<file path="src/rtl/prci_pkg.sv">
// Shared types and defaults for the PRCI reset sequencer.
package prci_pkg;

  typedef enum logic [2:0] {
    ST_RESET      = 3'd0,
    ST_PLL_WAIT   = 3'd1,
    ST_DDR_HOLD   = 3'd2,
    ST_CALIB_WAIT = 3'd3,
    ST_DBG_REL    = 3'd4,
    ST_RUN        = 3'd5,
    ST_SYS_HOLD   = 3'd6
  } prci_state_t;

  localparam int PRCI_PLL_STABLE_CNT = 64;
  localparam int PRCI_RST_HOLD_CNT   = 16;
  localparam int PRCI_CALIB_TIMEOUT  = 65535;
  localparam int PRCI_CNT_WIDTH      = 20;

  // Returns {ddr_nrst, dbg_nrst, sys_nrst} for a state.
  function automatic logic [2:0] prci_nrst_decode(input prci_state_t s);
    logic [2:0] v;
    v = 3'b000;
    case (s)
      ST_CALIB_WAIT: v = 3'b100;
      ST_DBG_REL:    v = 3'b110;
      ST_SYS_HOLD:   v = 3'b110;
      ST_RUN:        v = 3'b111;
      default:       v = 3'b000;
    endcase
    return v;
  endfunction

endpackage

</file>
<file path="src/rtl/prci_rst_sequencer_sync.sv">
// Two-flop synchronizer with synchronous active-low clear.
module prci_sync2 (
  input  logic i_clk,
  input  logic i_nrst,
  input  logic i_d,
  output logic o_q
);

  logic r_meta;
  logic r_sync;

  always_ff @(posedge i_clk) begin
    if (!i_nrst) begin
      r_meta <= 1'b0;
      r_sync <= 1'b0;
    end else begin
      r_meta <= i_d;
      r_sync <= r_meta;
    end
  end

  assign o_q = r_sync;

endmodule

</file>
<file path="src/rtl/prci_rst_sequencer.sv">
// Releases DDR, debug and system resets in order once the PLL is stable,
// and re-enters the sequence on lock loss or on system-only reset requests.
module prci_rst_sequencer
  import prci_pkg::*;
#(
  parameter int PLL_STABLE_CNT = PRCI_PLL_STABLE_CNT,
  parameter int RST_HOLD_CNT   = PRCI_RST_HOLD_CNT,
  parameter int CALIB_TIMEOUT  = PRCI_CALIB_TIMEOUT,
  parameter int CNT_WIDTH      = PRCI_CNT_WIDTH
) (
  input  logic       i_clk,
  input  logic       i_nrst,
  input  logic       i_pll_lock,
  input  logic       i_ddr_calib_done,
  input  logic       i_dmireset,
  input  logic       i_sw_sysreset,
  output logic       o_ddr_nrst,
  output logic       o_dbg_nrst,
  output logic       o_sys_nrst,
  output logic       o_calib_timeout,
  output logic [2:0] o_state
);

  localparam logic [CNT_WIDTH-1:0] PLL_LAST   = CNT_WIDTH'(PLL_STABLE_CNT - 1);
  localparam logic [CNT_WIDTH-1:0] HOLD_LAST  = CNT_WIDTH'(RST_HOLD_CNT - 1);
  localparam logic [CNT_WIDTH-1:0] CALIB_LAST = CNT_WIDTH'(CALIB_TIMEOUT - 1);

  prci_state_t          r_state;
  logic [CNT_WIDTH-1:0] r_cnt;
  logic                 r_calib_timeout;
  logic                 r_ddr_nrst;
  logic                 r_dbg_nrst;
  logic                 r_sys_nrst;

  prci_state_t          w_nstate;
  logic [CNT_WIDTH-1:0] w_ncnt;
  logic [CNT_WIDTH-1:0] w_cnt_inc;
  logic                 w_ntmo;
  logic                 w_lock_s;
  logic                 w_calib_s;
  logic                 w_sys_req;
  logic                 w_lock_guarded;

  prci_sync2 u_sync_lock (
    .i_clk  (i_clk),
    .i_nrst (i_nrst),
    .i_d    (i_pll_lock),
    .o_q    (w_lock_s)
  );

  prci_sync2 u_sync_calib (
    .i_clk  (i_clk),
    .i_nrst (i_nrst),
    .i_d    (i_ddr_calib_done),
    .o_q    (w_calib_s)
  );

  assign w_sys_req      = i_dmireset | i_sw_sysreset;
  assign w_cnt_inc      = r_cnt + 1'b1;
  assign w_lock_guarded = (r_state >= ST_DDR_HOLD) && (r_state <= ST_SYS_HOLD);

  always_comb begin
    w_nstate = r_state;
    w_ncnt   = w_cnt_inc;
    w_ntmo   = r_calib_timeout;
    case (r_state)
      ST_RESET: begin
        w_nstate = ST_PLL_WAIT;
        w_ncnt   = '0;
      end
      ST_PLL_WAIT: begin
        if (!w_lock_s) begin
          w_ncnt = '0;
        end else if (r_cnt == PLL_LAST) begin
          w_nstate = ST_DDR_HOLD;
          w_ncnt   = '0;
        end
      end
      ST_DDR_HOLD: begin
        if (r_cnt == HOLD_LAST) begin
          w_nstate = ST_CALIB_WAIT;
          w_ncnt   = '0;
        end
      end
      ST_CALIB_WAIT: begin
        // A timed-out controller is still handed to the debugger.
        if (w_calib_s) begin
          w_nstate = ST_DBG_REL;
          w_ncnt   = '0;
          w_ntmo   = 1'b0;
        end else if (r_cnt == CALIB_LAST) begin
          w_nstate = ST_DBG_REL;
          w_ncnt   = '0;
          w_ntmo   = 1'b1;
        end
      end
      ST_DBG_REL: begin
        if (r_cnt == HOLD_LAST) begin
          w_nstate = ST_RUN;
          w_ncnt   = '0;
        end
      end
      ST_RUN: begin
        w_ncnt = '0;
        if (w_sys_req) w_nstate = ST_SYS_HOLD;
      end
      ST_SYS_HOLD: begin
        // dmireset level and fresh sw pulses keep the hold window open.
        if (w_sys_req) begin
          w_ncnt = '0;
        end else if (r_cnt == HOLD_LAST) begin
          w_nstate = ST_RUN;
          w_ncnt   = '0;
        end
      end
      default: begin
        w_nstate = ST_RESET;
        w_ncnt   = '0;
      end
    endcase

    if (w_lock_guarded && !w_lock_s) begin
      w_nstate = ST_PLL_WAIT;
      w_ncnt   = '0;
      w_ntmo   = r_calib_timeout;
    end
  end

  always_ff @(posedge i_clk) begin
    if (!i_nrst) begin
      r_state         <= ST_RESET;
      r_cnt           <= '0;
      r_calib_timeout <= 1'b0;
      r_ddr_nrst      <= 1'b0;
      r_dbg_nrst      <= 1'b0;
      r_sys_nrst      <= 1'b0;
    end else begin
      r_state         <= w_nstate;
      r_cnt           <= w_ncnt;
      r_calib_timeout <= w_ntmo;
      {r_ddr_nrst, r_dbg_nrst, r_sys_nrst} <= prci_nrst_decode(w_nstate);
    end
  end

  assign o_ddr_nrst      = r_ddr_nrst;
  assign o_dbg_nrst      = r_dbg_nrst;
  assign o_sys_nrst      = r_sys_nrst;
  assign o_calib_timeout = r_calib_timeout;
  assign o_state         = r_state;

endmodule

</file>
<file path="config.mk">
export PLATFORM = sky130hd
export DESIGN_NAME = prci_rst_sequencer
export DESIGN_NICKNAME = d
export VERILOG_FILES = /design/src/rtl/prci_pkg.sv /design/src/rtl/prci_rst_sequencer_sync.sv /design/src/rtl/prci_rst_sequencer.sv
export SDC_FILE = /design/constraint.sdc
export NUM_CORES = 1
export LEC_CHECK = 0
export ABC_AREA = 1
export CAP_MARGIN = 20
export CORE_MARGIN = 2
export CORE_UTILIZATION = 52
export DETAILED_ROUTE_END_ITERATION = 10
export PLACE_DENSITY = 0.75
export SYNTH_ARGS = -nofsm -noshare
export SYNTH_HDL_FRONTEND = slang
export SYNTH_SLANG_ARGS = --single-unit
</file>
<file path="constraint.sdc">
create_clock -name i_clk -period 1.5 [get_ports i_clk]
set_input_delay 0.15 -clock i_clk [delete_from_list [all_inputs] [get_ports i_clk]]
set_output_delay 0.15 -clock i_clk [all_outputs]
set_load 0.02 [all_outputs]
</file>
# [Word-level counts from Yosys, hierarchy flattened]
# Index checks and enable logic that the tools add are counted.
[word_totals] reg_bits=31 input_bits=6 output_inout_bits=7 word_cells=58
[op_classes] addsub=1 magnitude_cmp=2 eq_ne=13 n_mux=20 bitwise=3 reduce_logical=9
[ops] op="2-to-1 mux 20 bit" count=6
[ops] op="one-hot mux 20 bit (4 select lines)" count=1
[ops] op="2-to-1 mux 3 bit" count=9
[ops] op="one-hot mux 3 bit (7 select lines)" count=1
[ops] op="adder 20 x 1 -> 20 bit (second input constant)" count=1
[ops] op="== test 20 x 16 -> 1 bit (second input constant)" count=1
[ops] op="== test 20 x 4 -> 1 bit (second input constant)" count=1
[ops] op="== test 20 x 6 -> 1 bit (second input constant)" count=1
[ops] op="== test 3 bit (second input constant)" count=6
[ops] op="== test 3 x 2 -> 1 bit (second input constant)" count=3
[ops] op="one-hot mux 3 bit (3 select lines)" count=1
[ops] op="OR reduction 2 bit" count=3
[ops] op="== test 3 x 1 -> 1 bit (second input constant)" count=1
[ops] op="greater-or-equal comparator 3 x 2 -> 1 bit (second input constant)" count=1
[ops] op="<= comparator 3 bit (second input constant)" count=1
[ops] op="logical NOT 3 bit" count=1
[ops] op="AND reduction 3 bit" count=1
[ops] op="logical AND 1 bit" count=2
[ops] op="2-to-1 mux 1 bit" count=2
[ops] op="NOT 1 bit" count=2
[ops] op="nonzero test 2 bit" count=1
[ops] op="logical NOT 1 bit" count=1
[ops] op="bitwise OR 1 bit" count=1

# [Logic depth before layout (Yosys ltp)]
[logic_depth] depth_word=8 depth_mapped=11 ltp_nobuf=11

# [Modules after synthesis]
# A second synthesis with hierarchy kept.
[unflattened] hier_cells=221 hier_area_um2=1665.3
[by_module_without_submodules] module="prci_rst_sequencer" instances=1 cells_each=209 area_each_um2=1555.2 seq_area_each_um2=540.5
[by_module_without_submodules] module="prci_sync2" instances=2 cells_each=6 area_each_um2=55.1 seq_area_each_um2=40.0

# [Worst setup path after synthesis]
# OpenSTA, ideal clock, no wires.
[synth_path] kind="register to register" from="reg r_cnt[0]" to="reg r_cnt[15]" setup_ps=115 arrival_time_ps=1364 path_slack_ps=20 path_stages_with_launch=12 synth_period_minus_slack_ps=1480 cell_sequence="dfxtp_1 ha_1 nand3_2 inv_2 nand2_4 nor2_4 nand2_1 nand3_1 nand3_2 nand3_4 buf_12 nor2_2"
[synth_between] elab_chain_len=4 word_cells_on_any_way=11
[synth_rtl] item="from (decl)" line_no="prci_rst_sequencer.sv:29" text="logic [CNT_WIDTH-1:0] r_cnt;"
[synth_rtl] item="from (signal assigned)" line_no="prci_rst_sequencer.sv:139" text="r_cnt <= w_ncnt;"
[synth_rtl] item="adder 20 x 1 -> 20 bit, or another cell as far along" line_no="prci_rst_sequencer.sv:59" text="assign w_cnt_inc = r_cnt + 1'b1;"
[synth_rtl] item="2-to-1 mux 20 bit, on equally long branches"
[synth_rtl] item="2-to-1 mux 20 bit, on equally long branches" line_no="prci_rst_sequencer.sv:109, prci_rst_sequencer.sv:72, prci_rst_sequencer.sv:87"
[synth_rtl] item="one-hot mux 20 bit (4 select lines) (*)" line_no="prci_rst_sequencer.sv:66" text="case (r_state)"
# Mark *: on every way between the ends. The rest lies on a longest branch, timed or not.
# A chain may end at the register's enable or synchronous reset.

# [Worst setup path in the final report]
[layout_path] from="reg r_cnt[1]" to="reg r_cnt[9]"
# The elaborated chain is that of the path after synthesis.

==> metrics <==
status=complete, but fails checks; failing checks=setup timing; I/O pin cnt=13; clock latency on the worst-skew pair=0.33 ns; Syn-to-layout area delta=32.4%; CTS sink cnt=31; Avg Inst Size Synth=7.60 sq um; CTS tree=yes; Worst Skew=0.00669 ns; Final Util=0.732; clk buf depth=2; Arr. time, crit path=1.76 ns; Clock Power Share=0.476; Via density=4.80; Rel. slew slack=0.837; Synth Instances=224; P_int=1370 uW; CP Class=reg2reg; die width=61.2 um; routed vias=1469; final worst path period share=1.02; Max VDD drop=0.593 mV; largest net degree at the start of global routing=14; CTS root buf=clkbuf_4; DRC=0; worst-path fanout max=6; violation count after the first detailed-routing iteration=107; Core Box Area=0.00308 sq mm; max-cap check violation count=0; Synth Warn #=0; Crit path max-delay family=simple AND/OR/NAND/NOR gates; RSZ-0062 raised after global routing=true; fmax=653 MHz; Crit-path slowest cell=dfxtp_2; Post-Syn Area=0.00170 sq mm; port buffer count=12; Least-Margin Pin Slew=0.244 ns; Hold WS=0.334 ns; GPL Wtd Cong=0.845; max incr delay on CP=0.36 ns; total power=1700 uW; row count=20; grt total ovfl=0; final hold vios=0; Tmin final=1.53 ns; fillcell total=223; Yosys cell types=29; P_sw=332 uW; Die Ht=61.2 um; final count of pins violating max slew=0; dpl cells=297; ANT nets after route=0; DR pass1 iterations=4; Num CTS Buffers=5; Worst Hold Class=in2reg; Pwr Density=756 mW/mm^2; number of setup violations in the final report=13; final WL=3600 um; final net count=269; clock-pin slew on the worst setup and hold paths=0.10 ns; critical path endpoint category=flip-flop; initial antenna violation count=0; number of synthesized register bits=31; GRT Total Usage=0.194; Worst Slack Setup Final=-0.0316 ns; n_diodes=0; setup TNS=-0.258 ns; Non-Filler Instances=306; CP Launch Type=flip-flop; post-synthesis sequential area ratio=0.365; global-route wire length before repair=5340 um; total setup buffers inserted after CTS=0; Initial Util=0.553; vias in the first global route=1276; Sw Ratio=0.195; post-DP HPWL=2450 um; worst path required time=1.72 ns; syn_nets=232; Combinational Power Share=0.036; crit-path cells=buf_4 > ha_2 > nand3_2 > nor2_2 > nand2_2 > nand3_4 > nand3_2 > nand3_4 > clkbuf_16 > nor2_2; share of cells above drive strength 1=0.393; cell leakage power=0.00101 uW; wire length per cell=11.8 um; WP buf/inv=2; Flop pwr share=0.488; die area=0.00375 sq mm; htree depth=2
==> path summary, 6_finish.rpt <==
path / from / to / slack [ns] / depth (start not counted)
setup / recovery: r_cnt[1] / r_cnt[9] / -0.03 / 10
hold / removal: i_pll_lock / u_sync_lock.r_meta / 0.33 / 3
setup reg to reg: r_cnt[1] / r_cnt[9] / -0.03 / 10
hold reg to reg: u_sync_lock.r_meta / u_sync_lock.o_q / 0.42 / 2
==> power groups by stage <==
| stage | Clock (uW) | Sequential [uW] | Combinational, uW |
|---|---|---|---|
| 2_1_floorplan | 0 | 856 | 29.7 |
| 3_3_place_gp | 0 | 854 | 57.8 |
| 3_5_place_dp | 0 | 854 | 58.5 |
| 4_1_cts | 834 | 835 | 57.3 |
| 5_1_grt | 871 | 832 | 66.7 |
| 6_report | 812 | 832 | 61.0 |
==> cells in the mapped netlist <==
cell | number | area, sq um
inv_1 | 30 | 113
buf_2 | 1 | 5.00
buf_12 | 2 | 40.0
nand2_4 | 2 | 22.5
o21ai_0 | 1 | 5.00
nor2_4 | 4 | 45.0
nor2_2 | 23 | 144
o22ai_1 | 1 | 6.26
dfxtp_1 | 31 | 621
clkinv_2 | 1 | 5.00
nand3_1 | 10 | 50.1
nand3_2 | 4 | 40.0
nand3_4 | 1 | 17.5
a21oi_2 | 1 | 8.76
nand4_1 | 7 | 43.8
nor3_1 | 1 | 5.00
nor3_4 | 1 | 16.3
nand2_1 | 38 | 143
ha_1 | 2 | 25.0
nand2_2 | 5 | 31.3
xor2_1 | 13 | 114
inv_2 | 2 | 7.51
xnor2_1 | 4 | 35.0
nor2_1 | 33 | 124
o21ai_1 | 1 | 5.00
o211ai_1 | 1 | 7.51
a21oi_1 | 2 | 10.0
or2_0 | 1 | 6.26
a31oi_1 | 1 | 6.26
==> sequential cells by signal, indices dropped and copies added, names as in the netlist <==
signal and cells:
o_calib_timeout 1, o_dbg_nrst 1, o_ddr_nrst 1, o_state 3, o_sys_nrst 1, r_cnt 20
u_sync_calib.o_q 1, u_sync_calib.r_meta 1, u_sync_lock.o_q 1, u_sync_lock.r_meta 1
==> what timing repair did <==
item,CTS,global route
gates resized for setup,11,32
pin swaps,0,6
gates cloned,0,1
setup endpoints to repair,25,25
hold buffers,0,0
==> routing by layer <==
layer / global-route usage / part of all wire / vias up
li1: - / - / 762
met1: 0.255 / 0.45 / 672
met3: 0.0504 / 0.025 / 9
met4: 0.0745 / 0.027 / 0
met2: 0.305 / 0.49 / 26
met5: 0 / 0 / -
==> kinds of logic (layout without fill, tap and decap cells) <==
family                     count (synthesis)  in the layout  synth area share
DFF                                       31             31             0.365
adders and majority gates                  2              2            0.0147
xor gates and xnor gates                  17             17            0.0875
AOI/OAI and AO/OA                          8              8            0.0287
buffers and inverters                     36             74             0.100
and+or+nand+nor                          130            130             0.404
==> worst reg2reg max path, stage by stage, from the launching register on <==
cell       delay (ns)
dfxtp_2          0.36
buf_4            0.12
ha_2             0.18
nand3_2          0.09
nor2_2           0.10
nand2_2          0.08
nand3_4          0.08
nand3_2          0.10
nand3_4          0.12
clkbuf_16        0.17
nor2_2           0.03
==> metrics by stage <==
stage	setup slack (ns)	cell area [sq um]
after floorplan	0.0204	1700
after global placement	-0.0988	2010
after detailed placement	-0.0886	2010
after CTS	-0.0138	2140
after global routing	-0.146	2250
final	-0.0316	2250
==> layout make-up <==
| class | instances | area [sq um] | share of cell area |
|---|---|---|---|
| clock inverter | 3 | 67.6 | 0.0300 |
| multi-input combinational | 157 | 1010 | 0.448 |
| tap | 44 | 55.1 | 0.0244 |
| inverter | 33 | 125 | 0.0555 |
| clock buffer | 5 | 37.5 | 0.0167 |
| sequential | 31 | 643 | 0.285 |
| timing repair buffer | 33 | 317 | 0.140 |
==> cell usage in the layout (no fill, tap or decap), types with 3 or more instances in the layout <==
cell	Yosys	routed
nor2_4	4	8
xor2_1	13	11
nand2_1	38	35
xnor2_1	4	4
nand3_4	1	3
nand4_1	7	7
buf_4	0	18
dlygate4sd2_1	0	3
nor2_2	23	25
inv_1	30	29
nand3_1	10	8
inv_2	2	3
clkdlybuf4s50_1	0	9
clkbuf_4	0	5
nand3_2	4	4
nand2_2	5	8
dfxtp_1	31	17
nor2_1	33	27
dfxtp_2	0	12
Note: power is estimated with default switching activity, not from simulation.
